<file path="src/rtl/uart_boot_ctrl.sv">
// UART receive sequencer: loads a length-prefixed program into imem at boot,
// then releases the core and buffers run-phase bytes in a first-word-fall-through FIFO.
module uart_boot_ctrl #(
  parameter int unsigned ADDR_W     = 15,
  parameter int unsigned FIFO_DEPTH = 16
) (
  input  logic              clk,
  input  logic              rstn,
  input  logic [7:0]        rx_data,
  input  logic              rx_valid,
  input  logic              rx_ferr,
  output logic              imem_we,
  output logic [ADDR_W-1:0] imem_addr,
  output logic [31:0]       imem_wdata,
  output logic              cpu_run,
  output logic [7:0]        in_data,
  output logic              in_empty,
  input  logic              in_pop,
  output logic              err_ferr,
  output logic              err_ovf,
  output logic              err_len
);

  localparam int unsigned PTR_W   = $clog2(FIFO_DEPTH);
  localparam int unsigned CNT_W   = PTR_W + 1;
  localparam logic [32:0] MAX_LEN = 33'd1 << ADDR_W;

  typedef enum logic [2:0] {
    S_LEN  = 3'd0,
    S_CHK  = 3'd1,
    S_DATA = 3'd2,
    S_RUN  = 3'd3,
    S_ERR  = 3'd4
  } state_t;

  state_t            state;
  state_t            state_next;
  logic [1:0]        byte_cnt;
  logic [31:0]       shreg;
  logic [31:0]       len_q;
  logic [ADDR_W-1:0] wr_addr;
  logic              accept;
  logic              last_write;

  logic [7:0]        mem [FIFO_DEPTH];
  logic [PTR_W-1:0]  wr_ptr;
  logic [PTR_W-1:0]  rd_ptr;
  logic [CNT_W-1:0]  count;
  logic              full;
  logic              push_req;
  logic              pop_ok;
  logic              push_ok;

  assign accept     = rx_valid && !rx_ferr;
  assign last_write = imem_we && (32'(imem_addr) == (len_q - 32'd1));

  // State register
  always_ff @(posedge clk or negedge rstn) begin
    if (!rstn) state <= S_LEN;
    else       state <= state_next;
  end

  // Next-state logic; the write cycle of the last word is the final DATA cycle
  always_comb begin
    state_next = state;
    case (state)
      S_LEN:  if (accept && byte_cnt == 2'd3) state_next = S_CHK;
      S_CHK: begin
        if (shreg == 32'd0)              state_next = S_RUN;
        else if ({1'b0, shreg} > MAX_LEN) state_next = S_ERR;
        else                              state_next = S_DATA;
      end
      S_DATA: if (last_write) state_next = S_RUN;
      default: state_next = state;
    endcase
  end

  // Header/word assembly, imem write port, run release and sticky boot errors
  always_ff @(posedge clk or negedge rstn) begin
    if (!rstn) begin
      byte_cnt   <= 2'd0;
      shreg      <= 32'd0;
      len_q      <= 32'd0;
      wr_addr    <= '0;
      imem_we    <= 1'b0;
      imem_addr  <= '0;
      imem_wdata <= 32'd0;
      cpu_run    <= 1'b0;
      err_ferr   <= 1'b0;
      err_len    <= 1'b0;
    end else begin
      imem_we <= 1'b0;
      if (rx_valid && rx_ferr) err_ferr <= 1'b1;
      if ((state == S_LEN || state == S_DATA) && accept) begin
        shreg    <= {shreg[23:0], rx_data};
        byte_cnt <= byte_cnt + 2'd1;
      end
      if (state == S_CHK) begin
        len_q <= shreg;
        if (state_next == S_ERR) err_len <= 1'b1;
      end
      if (state == S_DATA && accept && byte_cnt == 2'd3) begin
        imem_we    <= 1'b1;
        imem_addr  <= wr_addr;
        imem_wdata <= {shreg[23:0], rx_data};
        wr_addr    <= wr_addr + ADDR_W'(1);
      end
      if (state_next == S_RUN) cpu_run <= 1'b1;
    end
  end

  assign full     = (count == CNT_W'(FIFO_DEPTH));
  assign push_req = (state == S_RUN) && accept;
  assign pop_ok   = in_pop && !in_empty;
  // A pop in the same cycle frees the slot, so a full FIFO still takes the byte
  assign push_ok  = push_req && (!full || pop_ok);

  // Run-phase input FIFO
  always_ff @(posedge clk or negedge rstn) begin
    if (!rstn) begin
      for (int i = 0; i < FIFO_DEPTH; i++) mem[i] <= 8'd0;
      wr_ptr  <= '0;
      rd_ptr  <= '0;
      count   <= '0;
      err_ovf <= 1'b0;
    end else begin
      if (push_ok) begin
        mem[wr_ptr] <= rx_data;
        wr_ptr      <= wr_ptr + PTR_W'(1);
      end
      if (pop_ok) rd_ptr <= rd_ptr + PTR_W'(1);
      if (push_ok && !pop_ok)      count <= count + CNT_W'(1);
      else if (!push_ok && pop_ok) count <= count - CNT_W'(1);
      if (push_req && full && !pop_ok) err_ovf <= 1'b1;
    end
  end

  assign in_data  = mem[rd_ptr];
  assign in_empty = (count == '0);

endmodule
</file>
<file path="config.mk">
export PLATFORM = sky130hd
export DESIGN_NAME = uart_boot_ctrl
export DESIGN_NICKNAME = d
export VERILOG_FILES = /design/src/rtl/uart_boot_ctrl.sv
export SDC_FILE = /design/constraint.sdc
export NUM_CORES = 1
export LEC_CHECK = 0
export BUFFER_PORTS_ARGS = -buffer_cell sky130_fd_sc_hd__buf_2
export CAP_MARGIN = 0
export CORE_ASPECT_RATIO = 0.9
export CORE_MARGIN = 8
export CORE_UTILIZATION = 35
export CTS_CLUSTER_SIZE = 24
export DETAILED_ROUTE_END_ITERATION = 16
export PLACE_DENSITY_LB_ADDON = 0.15
export SLEW_MARGIN = 20
export SYNTH_ARGS = -nofsm -noshare
export SYNTH_HDL_FRONTEND = slang
export SYNTH_SLANG_ARGS = --single-unit
</file>
<file path="constraint.sdc">
create_clock -name clk -period 4.9 [get_ports clk]
set_input_delay 0 -clock clk [delete_from_list [all_inputs] [get_ports clk]]
set_output_delay 0 -clock clk [all_outputs]
set_load 0.03 [all_outputs]
</file>
[Yosys cells after proc, flatten, opt, wreduce, memory -nomap -nowiden]
Cells that the tools add are included.
Storage, ports and cells
  latch bits: 0
  input port bits: 13
  memories kept: 0
  register bits: 277
  word-level logic and storage cells: 93
  ROM bits: 0
  bits in writable memories: 0
Operators by class
  $mul: 0
  shift operators: 0
  equal/unequal tests: 8
  bitwise operators: 2
  divide/modulo/power cells: 0
  reductions and logical operators: 27
  muxes and demuxes: 14
  $add $sub $neg: 7
  order comparisons: 4
Operator list (count)
  128-bit bitwise mux: 1
  8-bit binary-select mux with 4-bit select: 1
  8-bit demux with 4-bit select: 1
  15-bit by 32-bit == test with 1-bit output: 1
  32-bit by 16-bit > comparator with 1-bit output (second input constant): 1
  32-bit logical NOT: 1
  32-bit by 1-bit subtractor with 32-bit output (second input constant): 1
  8-bit two-way mux: 3
  15-bit by 1-bit adder with 15-bit output (second input constant): 1
  1-bit logical AND: 15
  3-bit two-way mux: 4
  5-bit >= comparator (second input constant): 2
  5-bit two-way mux: 2
  4-bit inverter with 5-bit output: 2
  3-bit by 2-bit == test with 1-bit output (second input constant): 3
  3-bit case mux with 3 select lines: 1
  4-bit by 1-bit adder with 4-bit output (second input constant): 2
  5-bit by 1-bit adder with 5-bit output (second input constant): 1
  5-bit == test (second input constant): 1
  1-bit logical NOT: 5
  5-bit logical NOT: 1
  5-bit by 1-bit < comparator with 1-bit output (second input constant): 1
  5-bit by 1-bit subtractor with 5-bit output (second input constant): 1
  3-bit by 1-bit == test with 1-bit output (second input constant): 1
  8 further kinds: 9

[Depth between registers and ports, before layout]
Gate-level depths: netlist of the first run.
  word-level depth: 9
  mapped depth: 12

[Least setup slack after synthesis of the first run]
No wires, ideal clock.
  path kind: flip-flop to flip-flop
  start point: reg count[1]
  end point: reg count[4]
  stages on the path, launching flop included: 13
  slack: 1.769 ns
  arrival: 3.006 ns
  data required time: 4.775 ns
  setup time: 0.125 ns
  buffers on the path: 0
  cells stage by stage: dfrtp_1 > or4_1 > nor2_1 > nor2b_1 > inv_1 > ha_1 > inv_1 > fa_1 > a21o_1 > a21oi_1 > xnor2_1 > nor2_1 > xor2_1
Between the ends
  longest elaborated chain between the ends: 8
  elaborated cells on any way between the ends: 16
  classes of those cells: add/sub: 2; eq/ne: 1; mux: 2; reduce/logical: 11
Ends and longest elaborated chain
  start, declared: line 48  | logic [CNT_W-1:0] count;
  start signal, assigned: line 132  | if (push_ok && !pop_ok) count <= count + CNT_W'(1);
  start signal, assigned: line 133  | else if (!push_ok && pop_ok) count <= count - CNT_W'(1);
  5-bit logical NOT *: line 139  | assign in_empty = (count == '0);
  net in_empty: line 17  | output logic in_empty,
  1-bit logical NOT *: line 114  | assign pop_ok = in_pop && !in_empty;
  1-bit logical AND *: line 114
  1-bit logical OR: line 116  | assign push_ok = push_req && (!full || pop_ok);
  1-bit logical AND: line 116
  1-bit logical NOT: line 133
  1-bit logical AND: line 133
  2-bit nonzero test (no line)
Mark *: on every way through the listed nets, which the timed path passes. The rest lies on a longest branch. The select of a mux whose other input is x is not followed.
A chain may end at the register's enable or synchronous reset.

[Final worst setup path of the first run]
  start point: reg rd_ptr[0]
  end point: out in_data[7]
Between the ends
  longest elaborated chain between the ends: 4
Ends and longest elaborated chain
  start, declared: line 47  | logic [PTR_W-1:0] rd_ptr;
  start signal, assigned: line 131  | if (pop_ok) rd_ptr <= rd_ptr + PTR_W'(1);
  4-bit inverter with 5-bit output (not written as such): line 138  | assign in_data = mem[rd_ptr];
  8-bit binary-select mux with 4-bit select: line 138
  8-bit two-way mux (not written as such) (2 in series): line 138
  end, declared: line 16  | output logic [7:0] in_data,
No other way between the ends. The select of a mux whose other input is x is not followed.

==> results.txt, run 1 <==
The routed layout has 7895 vias. The fraction of registers with async set or reset after synthesis is 100.0%, and the post-synthesis cell type count is 61. The run gives 277.6 µV as the largest voltage drop on the vdd net.

Synthesis handed over a netlist of 978 instances. The tools report the total area of multi-input combinational cells as 5426 µm². The average instance in the mapped netlist occupies 12.88 µm². Leaving out fill and tap cells, the most frequent cells in the layout are dfrtp_1 (276), nand2_1 (183), mux2_2 (172). The weighted congestion reported at the end of routability-driven placement came out at 0.8239. The worst path uses 65.64% of the clock period. The initial detailed-routing violation count came out at 552.

The clock skew after layout is 0.01476 ns, and the worst hold margin is 0.06793 ns. Time the final worst path needs with I/O delays and setup: 3.217 ns. The nature of the critical path endpoint was a primary output. Global routing used 2.864% of the available met3 tracks. In this run the remaining antenna-violating nets after routing total 0. The post-route netlist has 33.24% of its cells at a drive strength greater than 1. The timing-limited maximum frequency is 0.3109 GHz, and the number of enable-type register cells in the synthesized netlist is 0. Yosys attributes the largest share of cell area to dfrtp_1 (55%), mux2_2 (15%), mux4_2 (7.2%). The tools report the required arrival time at the worst endpoint as 4.90 ns.

The initial core utilization is 35.14%, and the wire length reported by the detailed router is 31850 µm. The cell family contributing the most delay on the critical path is multiplexers. The worst setup path is launched from a flip-flop.

The number of nets in the layout was 1084. For the I/O pin count, the log shows 74. Input and output buffers added on the ports amount to 73. The most heavily used metal layer in global routing was met2. The run finished with clean final reports.

The pre-antenna-repair detailed-routing pass consisted of 4 iterations. Counting the buffers created by CTS gives 30. Count of final hold-check violations: 0. Setup repair after global routing left no endpoint under its margin. The library cell appearing most often on the critical path is mux4_2. The cell with the biggest individual delay on the critical path was dfrtp_2. Counting along the longest clock path gives a buffer depth of 3. The flip-flop and latch count after synthesis is 277, and the number of rows created at floorplan is 66.

The first global-routing pass estimated 51440 µm of wire. The tools report the final number of setup-violating endpoints as 0. For the pin with the worst max-slew slack, the measured transition is 0.8881 ns. Data on the critical path arrives at its endpoint at 3.22 ns. Together, buffers and inverters on the worst path number 2. Walking the worst path, the cells encountered are buf_4 > mux4_2 > mux4_2 > buf_2. The later pin in the worst-skew pair is clocked with a latency of 0.56 ns.

The tightest min-delay check is of the input port to async pin type. The number of nets handed over by synthesis was 1004. The most used flip-flop cell after synthesis is dfrtp_1. TritonCTS built the clock tree.

For the part of the Yosys area used for sequential elements, the log shows 55.04%. Clock-pin slew was measured on the worst setup and hold paths at 0.06 ns. Measured along the y axis, the die boundary spans 196.0 µm. Yosys printed 0 warnings.

Global routing consumed, on the met2 layer, 23.60% of the routing resources. Once detailed placement completed, the half-perimeter wirelength came to 21630 µm. The tool flagged a number of max-cap violations equal to 0. The met1 usage is 22.30%, and the die area is 42310 µm². Relative to the synthesized area, the layout overhead comes to 15.63%.

Summed over all cells, the static leakage comes to 0.007015 µW. The tools report the number of filler instances in the final layout as 3466. The tools report the cell at the root of the clock tree as clkbuf_16. The classification of the worst setup path is flip-flop to primary output. The run gives 0 as the count of final max-slew check failures. In this run the tightest slew margin relative to its limit is 40.79%. In this run the power density over the cells is 478.0 nW/µm². In the routed design, unresolved DRC markers number 0. For the via count of the first global-routing pass, the log shows 8274. The CTS sink count was 277; the deepest level of the CTS H-tree was 1.

Global routing finished with a remaining overflow of 0. The final routed wire length divided by cell count is 20.47 µm, and the hold-fix buffer count after cts is 13. The repair_antennas step left the layout with diodes totalling 0.

In this run the cell area of the synthesized design comes to 12590 µm². The horizontal die dimension is 215.9 µm, and the pin count of the biggest net entering global routing is 111. The tools report the core area as 35840 µm².

Global routing consumed, over all layers together, 15.36% of the routing resources. Leaving out fill and tap cells, the most frequent cell in the layout is dfrtp_1. The register area came out at 6933 µm².

The number of antenna violations at the first check in global routing came out at 0. The mean number of vias per cell was 5.074. For the post-route setup TNS, the log shows 0 ns. The largest total area in the synthesized netlist belongs to dfrtp_1. In this run the biggest area consumer among cell types represents 55.04% of the synthesized area. The largest single stage delay on the critical path is 0.89 ns. Along the worst path, the maximum fanout reaches 21. After clock tree synthesis, the repair step resized 0 gates.

The tools report the number of buffers inserted by post-CTS setup repair as 0.
-- cell type report --
class	instances	area share, %
Clock buffer	50	6.505
Clock inverter	4	0.1804
Inverter	14	0.3609
Multi-Input combinational cell	639	37.27
Sequential cell	277	47.61
Tap cell	476	4.090
Timing Repair Buffer	96	3.987
-- metal layers --
metal / vias to the layer above / part of all wire, %
met5: - / 0
met4: 0 / 2.2
met3: 44 / 4.6
met2: 128 / 45
met1: 4062 / 48
li1: 3661 / -
-- per-stage QoR --
stage	total power, µW	worst slack, ns	utilization [%]	instance area, µm²	std cells
finish	6960	1.683	40.63	14560	1556
global route	7369	1.494	40.63	14560	1556
CTS	7072	1.580	40.63	14560	1556
detailed placement	4796	1.904	37.55	13460	1489
global placement	4791	1.933	37.55	13460	1489
floorplan	4220	1.769	-	12590	978
-- Yosys cell counts (2+ instances only) --
library cell and instances:
mux4_2 40, inv_1 13, o31ai_1 5, nand2_1 183, a31oi_1 3, xnor2_1 30, nor4_1 16, nand2_2 4
nor4b_1 4, buf_1 6, and2_1 6, o21ai_0 19, a21o_1 3, nand2b_1 2, buf_2 7, xor2_1 12
or3_1 4, mux2_2 172, a311oi_1 2, nor4_2 2, nand4_1 16, o21a_1 2, a21oi_1 6, nor2_1 17
nand4b_1 2, mux2_1 18, nand3_1 7, nor2b_1 5, mux2i_1 4, and3_1 7, o31a_1 2, a211oi_1 2
clkbuf_1 34, nor3_1 9, dfrtp_1 277, ha_1 12
-- worst paths after layout --
| path | depth (start not counted) | endpoint | start | slack [ns] |
|---|---|---|---|---|
| max | 4 | in_data[7] | rd_ptr[0] | 1.68 |
| min | 2 | imem_wdata[9] | rstn | 0.07 |
| max reg2reg | 11 | count[4] | count[0] | 1.90 |
| min reg2reg | 2 | imem_wdata[14] | imem_wdata[14] | 0.47 |
| max in group asynchronous | 3 | mem[63] | rstn | 3.63 |
| min in group clk | 4 | byte_cnt[0] | rx_ferr | 0.40 |
-- flip-flops by register name (all words and copies together), names as in the netlist --
register / count
wr_ptr: 4
wr_addr: 15
mem: 128
err_ferr: 1
imem_we: 1
byte_cnt: 2
state: 3
imem_wdata: 32
count: 5
err_len: 1
cpu_run: 1
len_q: 32
rd_ptr: 4
shreg: 32
imem_addr: 15
err_ovf: 1
-- power breakdown --
group,switching [µW],leakage [µW],total (µW),internal (µW)
logic,741,0.00282,1460,721
registers,624,0.00371,3270,2650
clock network,917,0.000477,2220,1310
total,2280,0.00701,6960,4680
-- cell families (layout without fill, tap and decap cells) --
logic type	count (synthesis)	after routing	share of synthesized area, %
buffers and inverters	62	164	1.977
adder cells (fa/ha/maj)	13	13	1.351
AND/OR/NAND/NOR	296	296	11.27
multiplexers	234	234	24.46
flip-flops	277	277	55.04
AO/OA/AOI/OAI	54	54	2.981
XOR/XNOR	42	42	2.921
Power figures use the tool's default switching activity.
==> inputs of run 2 (changes only) <==
ABC_AREA = 1   (was default)
clock period = 2.6 ns   (was 4.9 ns; I/O delays follow)
==> results.txt, run 2 <==
Leaving out fill and tap cells, the most frequent cell in the layout is nand2_1. The run gives 0 as the total number of yosys warnings. The tree is rooted in a clkbuf_16.

The finished cells cover 14990 µm². The mapped netlist covers 13000 µm². During I/O placement, the number of pins put on the boundary was 74. Post-synthesis cell type count: 44. The run gives 0 ns as the post-route setup TNS.

The synthesized design contains 277 register bits. The logs give 0 for the number of antenna violations at the first check in global routing and 2019 for the number of placed instances with taps included. The die outline height is 198.8 µm, and the clock latency on the worst-skew pair is 0.57 ns. The mean number of vias per cell is 4.857, and the layout overhead on the synthesized area is 15.29%. The area after detailed placement was 13900 µm².

The cell family contributing the most delay on the critical path is buffers and inverters. Via count of the first global-routing pass: 10130. The most used flip-flop cell after synthesis is dfrtp_1. Global routing finished with a remaining overflow of 0. The final number of setup-violating endpoints was 0. The DRC violation count after routing was 0; the transition time at the pin with the least slew margin was 0.8311 ns.

Of all cell types, the one taking the most synthesized area is dfrtp_1. Of the post-synthesis cell area, the dominant cell type holds 53.32%. Walking the worst path, the cells encountered are clkinv_1 > o221ai_1 > nand3_1 > nand2_1 > buf_2. Registers are responsible for 42.4% of the overall power. For the count of final max-slew check failures, the log shows 0. The logs give 0 for the antenna diode count and 1603 for the number of nets in the layout. Buffers inserted during clock tree synthesis total 30. In the global route stage, overall resource usage came out at 16.29%. Once layout is complete, the cells apart from fillers number 2084. The critical path contains buffers and inverters numbering 2 combined. Core area: 36970 µm². Across the VDD grid, the largest voltage drop is 1040 µV. Net switching is 34.76% of the power. The number of cells on the worst reg-to-reg path is 14. The detail route stage leaves a number of antenna-violating nets equal to 0. The tools report the part of the Yosys area used for sequential elements as 53.32%. The largest individual stage delay along the critical path comes from the cell dfrtp_1. Total power of the final layout: 14000 µW.

Counting flops per register, the top entry is mem. The pin count of the biggest net entering global routing is 82, and the number of buffers inserted by port buffering is 73. The maximum count of clock buffers along a single path was 3; the CTS sink count was 277.

The flow ran to the end, and the final reports show no timing, DRC or antenna violations. The worst pin sits at a relative slew slack of 44.53%. TritonCTS built the clock tree. The critical path crosses 5 cells after its start point. Fraction of layout cells with a size suffix above 1: 13.62%. By area the synthesized netlist is led by dfrtp_1 (53%), nand2_1 (11%), o21ai_0 (7.4%).

The share of the clock period used by the worst path after layout was 94.73%. The clock-pin slew reported for the worst setup and hold paths after clock tree synthesis is 0.07 ns. Most used standard cell by instance count after synthesis: nand2_1.

The arrival time of data at the critical path endpoint is 2.46 ns, and the via count is 10120. By count the netlist is led by nand2_1 (395), dfrtp_1 (277), o21ai_0 (193), nor2_1 (131), inv_1 (112). Maximum net fanout on the critical path: 14.

The logs give 35.16% for the initial core utilization and 34910 µm for the wire length reported by the detailed router. The clock skew after layout was 0.01750 ns; the utilization of the core after routing was 40.54%. The die area is 43570 µm². The synthesized design contains 0 enable-type register cells. The first global-routing pass estimated 57310 µm of wire. STA classifies the critical path startpoint as a flip-flop.

STA classifies the critical path endpoint as a primary output. Number of rows created at floorplan: 67. After synthesis, the mean cell area works out to 8.587 µm².

Dividing total power by cell area gives a power density of 934.0 nW/µm². The deepest level of the CTS H-tree was 1. The HPWL after detailed placement is 23630 µm.

The tools report the gate count of the mapped netlist as 1514. Counting I/O delays and the setup requirement, the final critical path takes 2.463 ns. The run gives 0.007386 µW as the standby leakage power. The count of final hold-check violations is 0.

Leaving out fill and tap cells, the most frequent cells in the layout are nand2_1 (394), dfrtp_1 (274), o21ai_0 (193). Max-cap violations in this run came to 0. The pre-antenna-repair detailed-routing pass consisted of 5 iterations.

The worst setup path is of the flip-flop to primary output kind. The internal power of the cells totals 9133 µW. The clock network is responsible for 29.7% of the overall power. Combinational logic burns 27.9% of the power. Required arrival time at the worst endpoint: 2.60 ns. The tightest min-delay check is of the input port to async pin type. Post-synth net total: 1540. The register with the most flip-flops in the layout has 128 of them. The weighted congestion reported at the end of routability-driven placement is 0.8532. The initial detailed-routing violation count is 791. The die is 219.2 µm wide. The largest single stage delay on the critical path is 0.67 ns. Dividing the detail-routed wire length by the instance count gives 16.75 µm. Based on the critical path, the design can be clocked at up to 0.4060 GHz. Counting flops with an async set or reset pin after synthesis yields a share of 100.0%. For this design the total switching power over the nets is 4866 µW.
run 2: changes by cell type after synthesis, sizes merged, moves of 40 or more:
cell / before / now
mux4: 40 / 0
nor2: 17 / 152
mux2: 190 / 1
inv: 13 / 118
o21ai: 19 / 282
nand2: 187 / 420
run 2: power by group through the flow:
stage	logic, µW	clock network [µW]	registers (µW)
after floorplan	2810	0	5750
after detailed placement	3870	0	5990
after CTS	3900	4300	5930
final	3910	4160	5930
after global placement	3820	0	5970
after global routing	4430	4460	6050
run 2: metrics by stage:
step                setup WS (ns)  hold WS (ns)
floorplan                 0.03844       -0.2956
global placement          0.06539       0.01043
detailed placement        0.01288       0.01377
CTS                       0.05629       0.01486
global route             -0.02634       0.06168
finish                     0.1370       0.01255
run 2: timing repair:
action                                 CTS  global route
setup endpoints to repair                1             1
buffers inserted                         0             4
pin swaps                                0             8
endpoints found under the hold margin  291             0
hold buffers                             5             0
resized for setup                        1             9
run 2: layout make-up:
type                    instances  area [µm²]
multi-input cells            1047        5376
fillers                      3789       21980
inverters                     121       456.7
flip-flops and latches        277        6935
repair buffers                100       653.1
well taps                     483       604.3
clock inverters                 5       31.28
clock buffers                  51       930.9
run 2: kinds of logic (layout without fill, tap and decap cells):
logic type	Yosys count	count (layout)	synth area share, %
buf+inv	190	277	5.727
mux	25	25	1.935
xor+xnor	33	33	2.223
compound gates	334	334	14.07
simple gates	642	642	21.41
flops	277	277	53.32
fa+ha+maj	13	13	1.309
run 2: routing by layer:
metal	track usage (%)	wire length, µm
met3	2.098	1312
met4	4.026	878
met2	26.61	16050
met5	0	0
met1	22.72	16670
run 2: worst register-to-register path, stage by stage (launching register included):
cell and delay [ns]:
dfrtp_2 0.42, nor4_4 0.36, inv_2 0.08, nor2_4 0.10, inv_2 0.04, nand2_2 0.08, ha_4 0.15, inv_4 0.04
fa_2 0.36, a21o_1 0.20, a21oi_2 0.15, nand2_1 0.06, nand2_1 0.05, nor2_1 0.04, xor2_1 0.13
run 2: final timing paths:
kind,slack (ns),start,endpoint
worst max-delay path,0.14,rd_ptr[2],in_data[0]
worst min-delay path,0.01,rstn,imem_addr[10]
worst max register to register,0.20,count[1],count[4]
worst min register to register,0.46,err_len,err_len
max in group asynchronous,1.78,rstn,rd_ptr[0]
min in group clk,0.06,rx_data[1],mem[89]
==> inputs of run 3 (changes only) <==
BUFFER_PORTS_ARGS = default   (was -buffer_cell sky130_fd_sc_hd__buf_2)
DONT_BUFFER_PORTS = 1   (was default)
==> results.txt, run 3 (synthesis results as in run 2) <==
The initial detailed-routing violation count came out at 820. The number of buffers inserted by port buffering came out at 0. In this run the worst path has a maximum fanout of 16. The initial utilization of the core area, before any placement, comes to 35.16%. The timing-limited maximum frequency is 0.4123 GHz. The worst setup path is captured at a primary output.

The congestion estimate from routability-driven global placement came to 0.8658. After clock tree synthesis, the clock-pin slew on the worst setup and hold paths is 0.06 ns. The number of nets in the layout was 1528; the CTS sink count was 277. The clock latency on the worst-skew pair was 0.51 ns. The wire length reported by the detailed router was 34770 µm; the die area was 43570 µm². For the deepest level of the CTS H-tree, the log shows 2. Prior to clock tree synthesis, the placed netlist has a worst setup slack of 0.1146 ns.

Leaving out fill and tap cells, the most frequent cell in the layout is nand2_1. For the worst setup path, the data arrival time is 2.43 ns. The final routed wire length divided by cell count came out at 17.30 µm.

The worst setup path is launched from a flip-flop. The antenna diode count is 0. The pre-antenna-repair detailed-routing pass consisted of 5 iterations. The total power of the final layout was 14240 µW; the global-route usage over all layers was 16.26%.

Classification of the worst setup path: flip-flop to primary output. In this run the tightest slew margin relative to its limit is 23.70%. The first global-routing pass estimated 56100 µm of wire. The routed layout has 9927 vias. TritonCTS built the clock tree. Setup violations remaining at the end of the flow were counted as 0.

Share of the clock period used by the worst path after layout: 93.29%. The register with the most flip-flops in the layout has 128 of them. The logs give 0 for the remaining antenna violation count and 14660 µm² for the final design area excluding fillers. In the layout the commonest cells are nand2_1 (394), dfrtp_1 (275), o21ai_0 (193). The layout overhead on the synthesized area was 12.75%; the via count of the first global-routing pass was 9696. The remaining global-route overflow is 0, and the half-perimeter wire length after detailed placement is 23150 µm. The horizontal die dimension was 219.2 µm. The final reports fail on hold timing. The logs give -0.8121 ns for the worst hold margin and 0 for the number of antenna violations at the first check in global routing. After detailed routing, the number of vias per cell comes to 4.939.

Max-cap violations in this run came to 0. The number of hold buffers added after CTS was 4. The power per cell area works out to 971.5 nW/µm². After layout, the worst setup slack is 0.1746 ns.

For this design the static power due to leakage is 0.007074 µW. For this run, design rule violations remaining after detail routing come to 0. The transition time at the pin with the least slew margin is 1.145 ns. The logs give 278 for the pin count of the biggest net entering global routing and 0.01811 ns for the clock skew after layout.

For the core area, the log shows 36970 µm². The register with the most flip-flops was mem. Count of final hold-check violations: 277. The number of buffers created by CTS was 34; the fraction of layout cells with a size suffix above 1 was 9.692%. The count of final max-slew check failures was 0. Type of the most critical hold path: input port to async pin.

The cell sitting at the root of the clock tree is a clkbuf_16. Across the VDD grid, the largest voltage drop is 640.0 µV. The die outline height is 198.8 µm. Once placement finished, the instance area stood at 13470 µm².

The maximum count of clock buffers along a single path came out at 3. Counting I/O delays and the setup requirement, the final critical path takes 2.425 ns. Summed over all failing endpoints, the final setup total negative slack is 0 ns. The run finished, with violations left.

For the required arrival time at the worst endpoint, the log shows 2.60 ns. Row generation in the floorplan step produced 67 rows. 74 I/O pins were placed.
run 3: where the power goes:
group | switching [µW] | internal, µW
sequential | 724 | 5270
combinational | 2260 | 1290
clock | 1840 | 2850
total | 4820 | 9420
run 3: path summary, 6_finish.rpt:
path	from	end	slack [ns]	cells after the start
hold reg to reg	wr_addr[12]	wr_addr[12]	0.46	1
min in group clk	rx_data[2]	mem[82]	0.03	2
setup reg to reg	count[2]	count[4]	0.19	14
hold / removal	rstn	imem_addr[11]	-0.81	0
setup / recovery	rd_ptr[2]	in_data[0]	0.17	4
max in group asynchronous	rstn	rd_ptr[1]	2.33	0
run 3: repair_timing:
action,4_1_cts,5_1_grt
setup buffers,0,0
endpoints found under the setup margin,0,7
resized for setup,0,3
hold endpoints to repair,306,277
run 3: metrics by stage:
stage | std cells | util [%] | hold slack (ns)
6_report | 2010 | 39.65 | -0.8121
5_1_grt | 2010 | 39.65 | -0.8313
4_1_cts | 2010 | 39.61 | -0.8237
3_5_place_dp | 1945 | 36.44 | -0.2760
3_3_place_gp | 1945 | 36.44 | -0.2836
2_1_floorplan | 1514 | - | -0.2956
run 3: area by class of cell:
class | instances | area (µm²)
Fill cell | 3740 | 22310
Sequential cell | 277 | 6937
Multi-Input combinational cell | 1047 | 5351
Clock buffer | 48 | 1025
Tap cell | 483 | 604.3
Inverter | 121 | 454.2
Timing Repair Buffer | 21 | 180.2
Clock inverter | 13 | 106.4
run 3: routing by layer:
| metal | vias up | global-route usage (%) | wire length, µm | part of all wire, % |
|---|---|---|---|---|
| met3 | 53 | 3.116 | 1607 | 4.6 |
| li1 | 4943 | - | - | - |
| met2 | 167 | 25.92 | 15950 | 46 |
| met1 | 4764 | 22.24 | 16360 | 47 |
| met5 | - | 0 | 0 | 0 |
| met4 | 0 | 4.841 | 853 | 2.5 |
run 3: worst max-delay path, cell delays in order, from the launching register on:
cell and delay [ns]:
dfrtp_1 0.73, clkinv_1 0.56, o221ai_1 0.20, nand3_1 0.12, nand2_1 0.31
